$ cat src/rtl/rf_wport_scheduler.sv
// Arbitrates the single register-file write port between writeback, the long-latency unit
// and the debug port, and tracks pending long-latency destinations to drive the decode stall.
module rf_wport_scheduler #(
    parameter int DATA_W     = 32,
    parameter int ADDR_W     = 5,
    parameter int STARVE_MAX = 8,
    parameter int CNT_W      = 4
) (
    input  logic              clk,
    input  logic              rst,
    input  logic              wb_valid,
    input  logic [ADDR_W-1:0] wb_rd,
    input  logic [DATA_W-1:0] wb_data,
    input  logic              lu_issue,
    input  logic [ADDR_W-1:0] lu_issue_rd,
    input  logic              lu_valid,
    input  logic [ADDR_W-1:0] lu_rd,
    input  logic [DATA_W-1:0] lu_data,
    output logic              lu_ready,
    input  logic              dbg_valid,
    input  logic [ADDR_W-1:0] dbg_rd,
    input  logic [DATA_W-1:0] dbg_data,
    output logic              dbg_ready,
    input  logic              dec_valid,
    input  logic [ADDR_W-1:0] dec_rs1,
    input  logic [ADDR_W-1:0] dec_rs2,
    input  logic [ADDR_W-1:0] dec_rd,
    input  logic              dec_use1,
    input  logic              dec_use2,
    input  logic              dec_used,
    output logic              hazard_stall,
    output logic              pipe_freeze,
    output logic              we3,
    output logic [ADDR_W-1:0] ad3,
    output logic [DATA_W-1:0] wd3,
    output logic              sched_state,
    output logic [CNT_W-1:0]  starve_cnt
);

    localparam int NREG = 1 << ADDR_W;
    localparam logic [CNT_W-1:0] CNT_MAX = CNT_W'(STARVE_MAX);

    typedef enum logic {
        ST_NORMAL = 1'b0,
        ST_FREEZE = 1'b1
    } state_e;

    state_e            state_q, state_d;
    logic [CNT_W-1:0]  cnt_q, cnt_d;
    logic [NREG-1:0]   pending_q, pending_d;
    logic              gnt_wb, gnt_lu, gnt_dbg;

    // Handshakes: a requester holds valid (and its rd/data) stable until it sees ready in
    // the same cycle; the transfer happens on valid & ready. WB has no ready: it is only
    // held off by pipe_freeze and re-presents its request itself.
    always_comb begin
        gnt_wb  = 1'b0;
        gnt_lu  = 1'b0;
        gnt_dbg = 1'b0;
        if (!rst) begin
            gnt_wb  = wb_valid && (state_q == ST_NORMAL);
            gnt_lu  = lu_valid && !gnt_wb;
            gnt_dbg = dbg_valid && !gnt_wb && !gnt_lu;
        end
    end

    always_comb begin
        we3 = 1'b0;
        ad3 = '0;
        wd3 = '0;
        if (gnt_wb) begin
            ad3 = wb_rd;
            wd3 = wb_data;
            we3 = (wb_rd != '0);
        end else if (gnt_lu) begin
            ad3 = lu_rd;
            wd3 = lu_data;
            we3 = (lu_rd != '0);
        end else if (gnt_dbg) begin
            ad3 = dbg_rd;
            wd3 = dbg_data;
            we3 = (dbg_rd != '0);
        end
    end

    assign lu_ready    = gnt_lu;
    assign dbg_ready   = gnt_dbg;
    assign pipe_freeze = !rst && (state_q == ST_FREEZE);

    // Stall looks only at the registered scoreboard, so it drops the cycle after completion.
    assign hazard_stall = !rst && dec_valid &&
                          ((dec_use1 && pending_q[dec_rs1]) ||
                           (dec_use2 && pending_q[dec_rs2]) ||
                           (dec_used && pending_q[dec_rd]));

    // Clear before set so a same-cycle issue on the completing register keeps it pending.
    always_comb begin
        pending_d = pending_q;
        if (gnt_lu) begin
            pending_d[lu_rd] = 1'b0;
        end
        if (lu_issue) begin
            pending_d[lu_issue_rd] = 1'b1;
        end
        pending_d[0] = 1'b0;
    end

    always_comb begin
        cnt_d = '0;
        if (lu_valid && !gnt_lu) begin
            cnt_d = (cnt_q == CNT_MAX) ? cnt_q : cnt_q + CNT_W'(1);
        end
    end

    // Enter FREEZE as the count reaches the limit, so the freeze cycle is the next one.
    always_comb begin
        state_d = state_q;
        unique case (state_q)
            ST_NORMAL: if (cnt_d == CNT_MAX) state_d = ST_FREEZE;
            ST_FREEZE: state_d = ST_NORMAL;
            default:   state_d = ST_NORMAL;
        endcase
    end

    always_ff @(posedge clk) begin
        if (rst) begin
            state_q   <= ST_NORMAL;
            cnt_q     <= '0;
            pending_q <= '0;
        end else begin
            state_q   <= state_d;
            cnt_q     <= cnt_d;
            pending_q <= pending_d;
        end
    end

    assign sched_state = state_q;
    assign starve_cnt  = cnt_q;

endmodule

$ cat config.mk
export PLATFORM = sky130hd
export DESIGN_NAME = rf_wport_scheduler
export DESIGN_NICKNAME = d
export VERILOG_FILES = /design/src/rtl/rf_wport_scheduler.sv
export SDC_FILE = /design/constraint.sdc
export NUM_CORES = 1
export LEC_CHECK = 0
export ABC_CLOCK_PERIOD_IN_PS = 3400
export CORE_MARGIN = 5
export CORE_UTILIZATION = 62
export DETAILED_ROUTE_END_ITERATION = 6
export DONT_BUFFER_PORTS = 1
export PLACE_DENSITY = 0.86
export SLEW_MARGIN = 30
export SYNTH_ARGS = -nofsm -noshare
export SYNTH_HDL_FRONTEND = slang
export SYNTH_SLANG_ARGS = --single-unit
$ cat constraint.sdc
create_clock -name clk -period 3.4 [get_ports clk]
set_input_delay 0.68 -clock clk [delete_from_list [all_inputs] [get_ports clk]]
set_output_delay 0.68 -clock clk [all_outputs]
set_load 0.05 [all_outputs]
# Word level (Yosys, flattened, before mapping)
# Cells that the tools add are included.
[totals]
word_cells = 68
register_bits = 37
out_inout_bits = 47
[classes]
n_bitwise = 4
n_mux = 28
n_reduce_logical = 22
n_eq_ne = 2
magnitude_cmp = 7
add_sub_neg = 1
[op_table]
columns = ["op", "count"]
rows = [
  ["$mux W32", 5],
  ["$and A32 B32 Y32", 1],
  ["$not A32 Y32", 1],
  ["$or A32 B32 Y32", 1],
  ["$lt A5 B6 Y1 const B", 5],
  ["$bmux W1 S5", 3],
  ["$mux W5", 3],
  ["$reduce_bool A5 Y1", 3],
  ["$logic_and A1 B1 Y1", 13],
  ["$mux W1", 12],
  ["$demux W1 S5", 2],
  ["$ge A5 B1 Y1 const B", 2],
  ["$eq A4 B4 Y1 const B", 2],
  ["$mux W4", 2],
  ["$add A4 B1 Y4 const B", 1],
  ["$logic_not A1 Y1", 4],
  ["$logic_or A1 B1 Y1", 2],
  ["$pmux W1 S2", 1],
  ["$not A1 Y1", 1],
]

# Depth between registers and ports, before layout
[logic_depth]
depth_word = 11
mapped_depth = 7
depth_no_buf = 7

# Least setup slack after synthesis
# No wires, ideal clock.
[synth_timing]
kind = "input -> output"
start = "in rst"
end = "out wd3[19]"
arrival_time_ns = 2.544
required_time_ns = 2.720
n_path_buf = 3
path_slack_ns = 0.176
path_stages = 6
path_cell_list = "clkbuf_1 -> nor3b_1 -> buf_2 -> buf_1 -> a222oi_1 -> inv_1"
[synth_between]
word_cells_on_any_way = 6
cone_classes = "mux (6)"
[synth_lines]
columns = ["element", "line", "text"]
rows = [
  ["from (decl)", "10", "input logic rst,"],
  ["$mux W1", "60", "if (!rst) begin"],
  ["net lu_ready", "19", "output logic lu_ready,"],
  ["$mux W32", "75", "end else if (gnt_lu) begin"],
  ["$mux W32", "71", "if (gnt_wb) begin"],
  ["to (decl)", "35", "output logic [DATA_W-1:0] wd3,"],
]
# The timed path passes the listed nets, and every way through them passes these cells.

# Worst setup path in the final report
[layout_timing]
start = "reg state_q, in the netlist sched_state"
end = "out wd3[16]"
[layout_between]
elab_chain_cells = 10
word_cells_on_any_way = 13
cone_classes = "mux (6); bitwise (1); reduce/logical (6)"
[layout_lines]
columns = ["element", "line", "text"]
rows = [
  ["from (decl)", "48", "state_e state_q, state_d;"],
  ["from (signal assigned)", "131", "state_q <= state_d;"],
  ["$not A1 Y1 *", "n/a", ""],
  ["$logic_and A1 B1 Y1 *", "61", "gnt_wb = wb_valid && (state_q == ST_NORMAL);"],
  ["$logic_not A1 Y1", "62, 63", ""],
  ["$logic_and A1 B1 Y1", "62", "gnt_lu = lu_valid && !gnt_wb;"],
  ["$logic_not A1 Y1", "63", "gnt_dbg = dbg_valid && !gnt_wb && !gnt_lu;"],
  ["$logic_and A1 B1 Y1", "63", ""],
  ["$mux W1", "60", ""],
  ["$mux W32", "79", "end else if (gnt_dbg) begin"],
  ["$mux W32", "75", ""],
  ["$mux W32 *", "71", ""],
]
# Mark *: on every way between the ends. The rest lies on a longest branch, timed or not.

==> results.toml <==
[run_status]
status = "complete, but fails checks"
violations = "design-rule violations"

[floorplan]
initial_core_util_pct = 63.20
dieWidth_um = 79.16
rows = 25
die-height_um = 79.16
core-area_um2 = 4692
io-pin-count = 188
dieArea_um2 = 6266

[synthesis]
syn_area_per_cell_um2 = 8.283
synthSimpleGateAreaFrac_pct = 16.75
syn_nets = 501
syn_area_um2 = 2965
post-synth-top-count-cell = "nand2_1"
synthAdderAreaFrac_pct = 0.8439
synth_edf_count = 0
synthXorXnorAreaFrac_pct = 0.5907
synthTopCellsByCount = "nand2_1 (44), inv_1 (41), a222oi_1 (37), dfxtp_1 (36), o21ai_0 (33)"
yosysTopAreaCell = "dfxtp_1"
synthCells = 358
ys.flop_type = "dfxtp_1"
synth-seq-cells = 36
synth_compound_gate_area_share_pct = 26.33
yosys_warnings = 0
synth_top_family_by_area = "compound AO/OA/AOI/OAI gates"
synth_top_area_share_pct = 24.30
synthMuxAreaShare_pct = 21.65
synth.distinct_cells = 39
synth-async-reset-ratio_pct = 0
yosys-top-cells-area = "dfxtp_1 (24%), mux4_2 (17%), a222oi_1 (12%)"
ys_seq_area_share_pct = 24.30

[setup_path]
reg2reg_setup_slack_ps = 1440
crit_type = "flop to output pin"
r2r-start = "starve_cnt[0]"
cp.required_ps = 2720
crit_end = "wd3[16]"
cp_common_cell = "buf_4"
cp_cell_sequence = "buf_4, nor2b_1, nor2b_2, buf_4, a222oi_1, inv_1"
regToRegEndpoint = "sched_state"
crit_start = "sched_state"
critPathArrivalTime_ps = 2270
reg2regPathDepth = 6
crit_path_max_fanout = 41
crit_path_end_kind = "output pin"
critPathMaxStageDelay_ps = 380
cp_slowest_cell = "inv_1"
crit_path_start_kind = "flop"

[place]
place_hpwl_um = 8469
dp_worst_setup_slack_ps = 538.3
placed_area_um2 = 3104
gp_congestion = 0.9297
io_buffers = 0

[route]
detail-route-antenna-nets = 0
wire_per_inst_um = 26.43
dr.pass1.iters = 7
wirelength_um = 10810
routed_via_density = 7.765
post-route-drc-count = 32
drtIter0Drc = 672
vias = 3176

[clock_tree]
cts_setup_buffers = 0
cts_tree = "built"
cts_root_buf = "clkbuf_8"
clock-sinks = 36
clkLatencyLatePin_ps = 300
cts-resized-gates = 0
cts_buffers = 5
cts.htree.levels = 2
clk_path_buf_depth = 2
postCtsHoldBufs = 0
clk_pin_slew_ps = 80

[pwr]
p_leak_uw = 0.001291
ir_drop_uv = 192.7
power_density_nw_per_um2 = 350.3
power_uw = 1133

[timing]
worst_pin_slew_ps = 1033
setup_violations = 0
finalHoldViolCount = 0
period_share_pct = 86.79
fin_crit_ps = 2951
max_freq_mhz = 338.9
setup-tns-final_ps = 0
max_slew_margin_pct = 30.85
fin_ws_ps = 449.0
finClkSkew_ps = 8.762
slew_viol_final = 0
rsz0062_at_grt = "false"

[grt]
grt_pass1_wl_um = 16800
antenna_found_initial = 0
overflow = 0
grt_max_degree = 42
grtUsageTotal_pct = 34.81
grt_pass1_vias = 3041

[job]
cap_violations = 0

[finish]
design_area_um2 = 3236
layout.nets = 497
antenna_cells = 0
drive_above_1_share_pct = 16.90
syn_to_final_growth_pct = 9.114
fillers = 347
final_util_pct = 68.96

[hold_path]
hold_path_depth = 1
hold_class = "input pin to flop"
cell families after synthesis:
kind of cell	count (synthesis)
muxes	35
adders and majority gates	2
and+or+nand+nor	97
xor gates and xnor gates	2
DFF	36
buffers and inverters	73
AOI/OAI and AO/OA	113
through the flow:
| stage | std cells | hold WS, ps |
|---|---|---|
| floorplan | 358 | 470.0 |
| global placement | 401 | 486.6 |
| detailed placement | 401 | 491.5 |
| CTS | 409 | 440.0 |
| global route | 409 | 435.4 |
| finish | 409 | 449.5 |
worst max-delay path: cells and delay by family (launching register included):
kind,cells,cell delay (ps)
buffers and inverters,3,920
AND/OR/NAND/NOR,2,540
flip-flops,1,310
AO/OA/AOI/OAI,1,190
layer usage:
layer	vias up	global-route usage [%]	part of all wire (%)
met5	-	0	0
li1	1364	-	-
met1	1522	43.94	34
met2	255	55.89	49
met4	0	11.34	2.5
met3	35	11.90	14
report_power, final:
| group | total, uW | internal, uW | switching, uW |
|---|---|---|---|
| combinational | 281 | 86.1 | 195 |
| sequential | 435 | 427 | 8.70 |
| clock | 417 | 259 | 158 |
cell type report:
cell class / instances / area [um^2] / share of cell area (%)
Clock buffer: 7 / 96.34 / 2.978
Tap cell: 54 / 67.56 / 2.088
Clock inverter: 1 / 30.03 / 0.9281
Sequential cell: 36 / 720.7 / 22.27
Multi-Input combinational cell: 249 / 1981 / 61.21
Timing Repair Buffer: 21 / 186.4 / 5.762
Inverter: 41 / 153.9 / 4.756
cell usage in the layout, fill, tap and decap left out, types with 2 or more instances in the layout:
cell type | synthesis | layout
and3_1 | 3 | 3
buf_12 | 0 | 2
a222oi_1 | 37 | 37
clkbuf_8 | 0 | 7
nand3b_1 | 2 | 2
nor2_1 | 12 | 12
nor2b_1 | 4 | 3
o211ai_1 | 4 | 4
a21oi_1 | 32 | 32
a211oi_1 | 2 | 2
nand3_1 | 5 | 5
nand2b_1 | 2 | 2
mux4_2 | 23 | 23
nor3b_2 | 0 | 2
nand4bb_1 | 2 | 2
mux2i_1 | 9 | 9
buf_4 | 0 | 18
nand2_1 | 44 | 44
inv_1 | 41 | 41
o21ai_0 | 33 | 33
mux2_2 | 3 | 3
nand4b_1 | 3 | 3
nor3b_1 | 6 | 4
and3b_1 | 3 | 3
ha_1 | 2 | 2
nor3_1 | 5 | 5
dfxtp_1 | 36 | 36
flip-flops by register name, indices dropped and copies added, names as in the netlist:
register     count
starve_cnt       4
sched_state      1
pending_q       31
how the worst min path moves through the flow:
stage / from / endpoint / slack [ps]
final: rst / pending_q[7] / 450
after global routing: rst / pending_q[3] / 440
after CTS: rst / pending_q[7] / 440
after detailed placement: pending_q[5] / pending_q[5] / 490
after global placement: pending_q[7] / pending_q[7] / 490
after floorplan: pending_q[6] / pending_q[6] / 470
(Power assumes the default switching activity.)
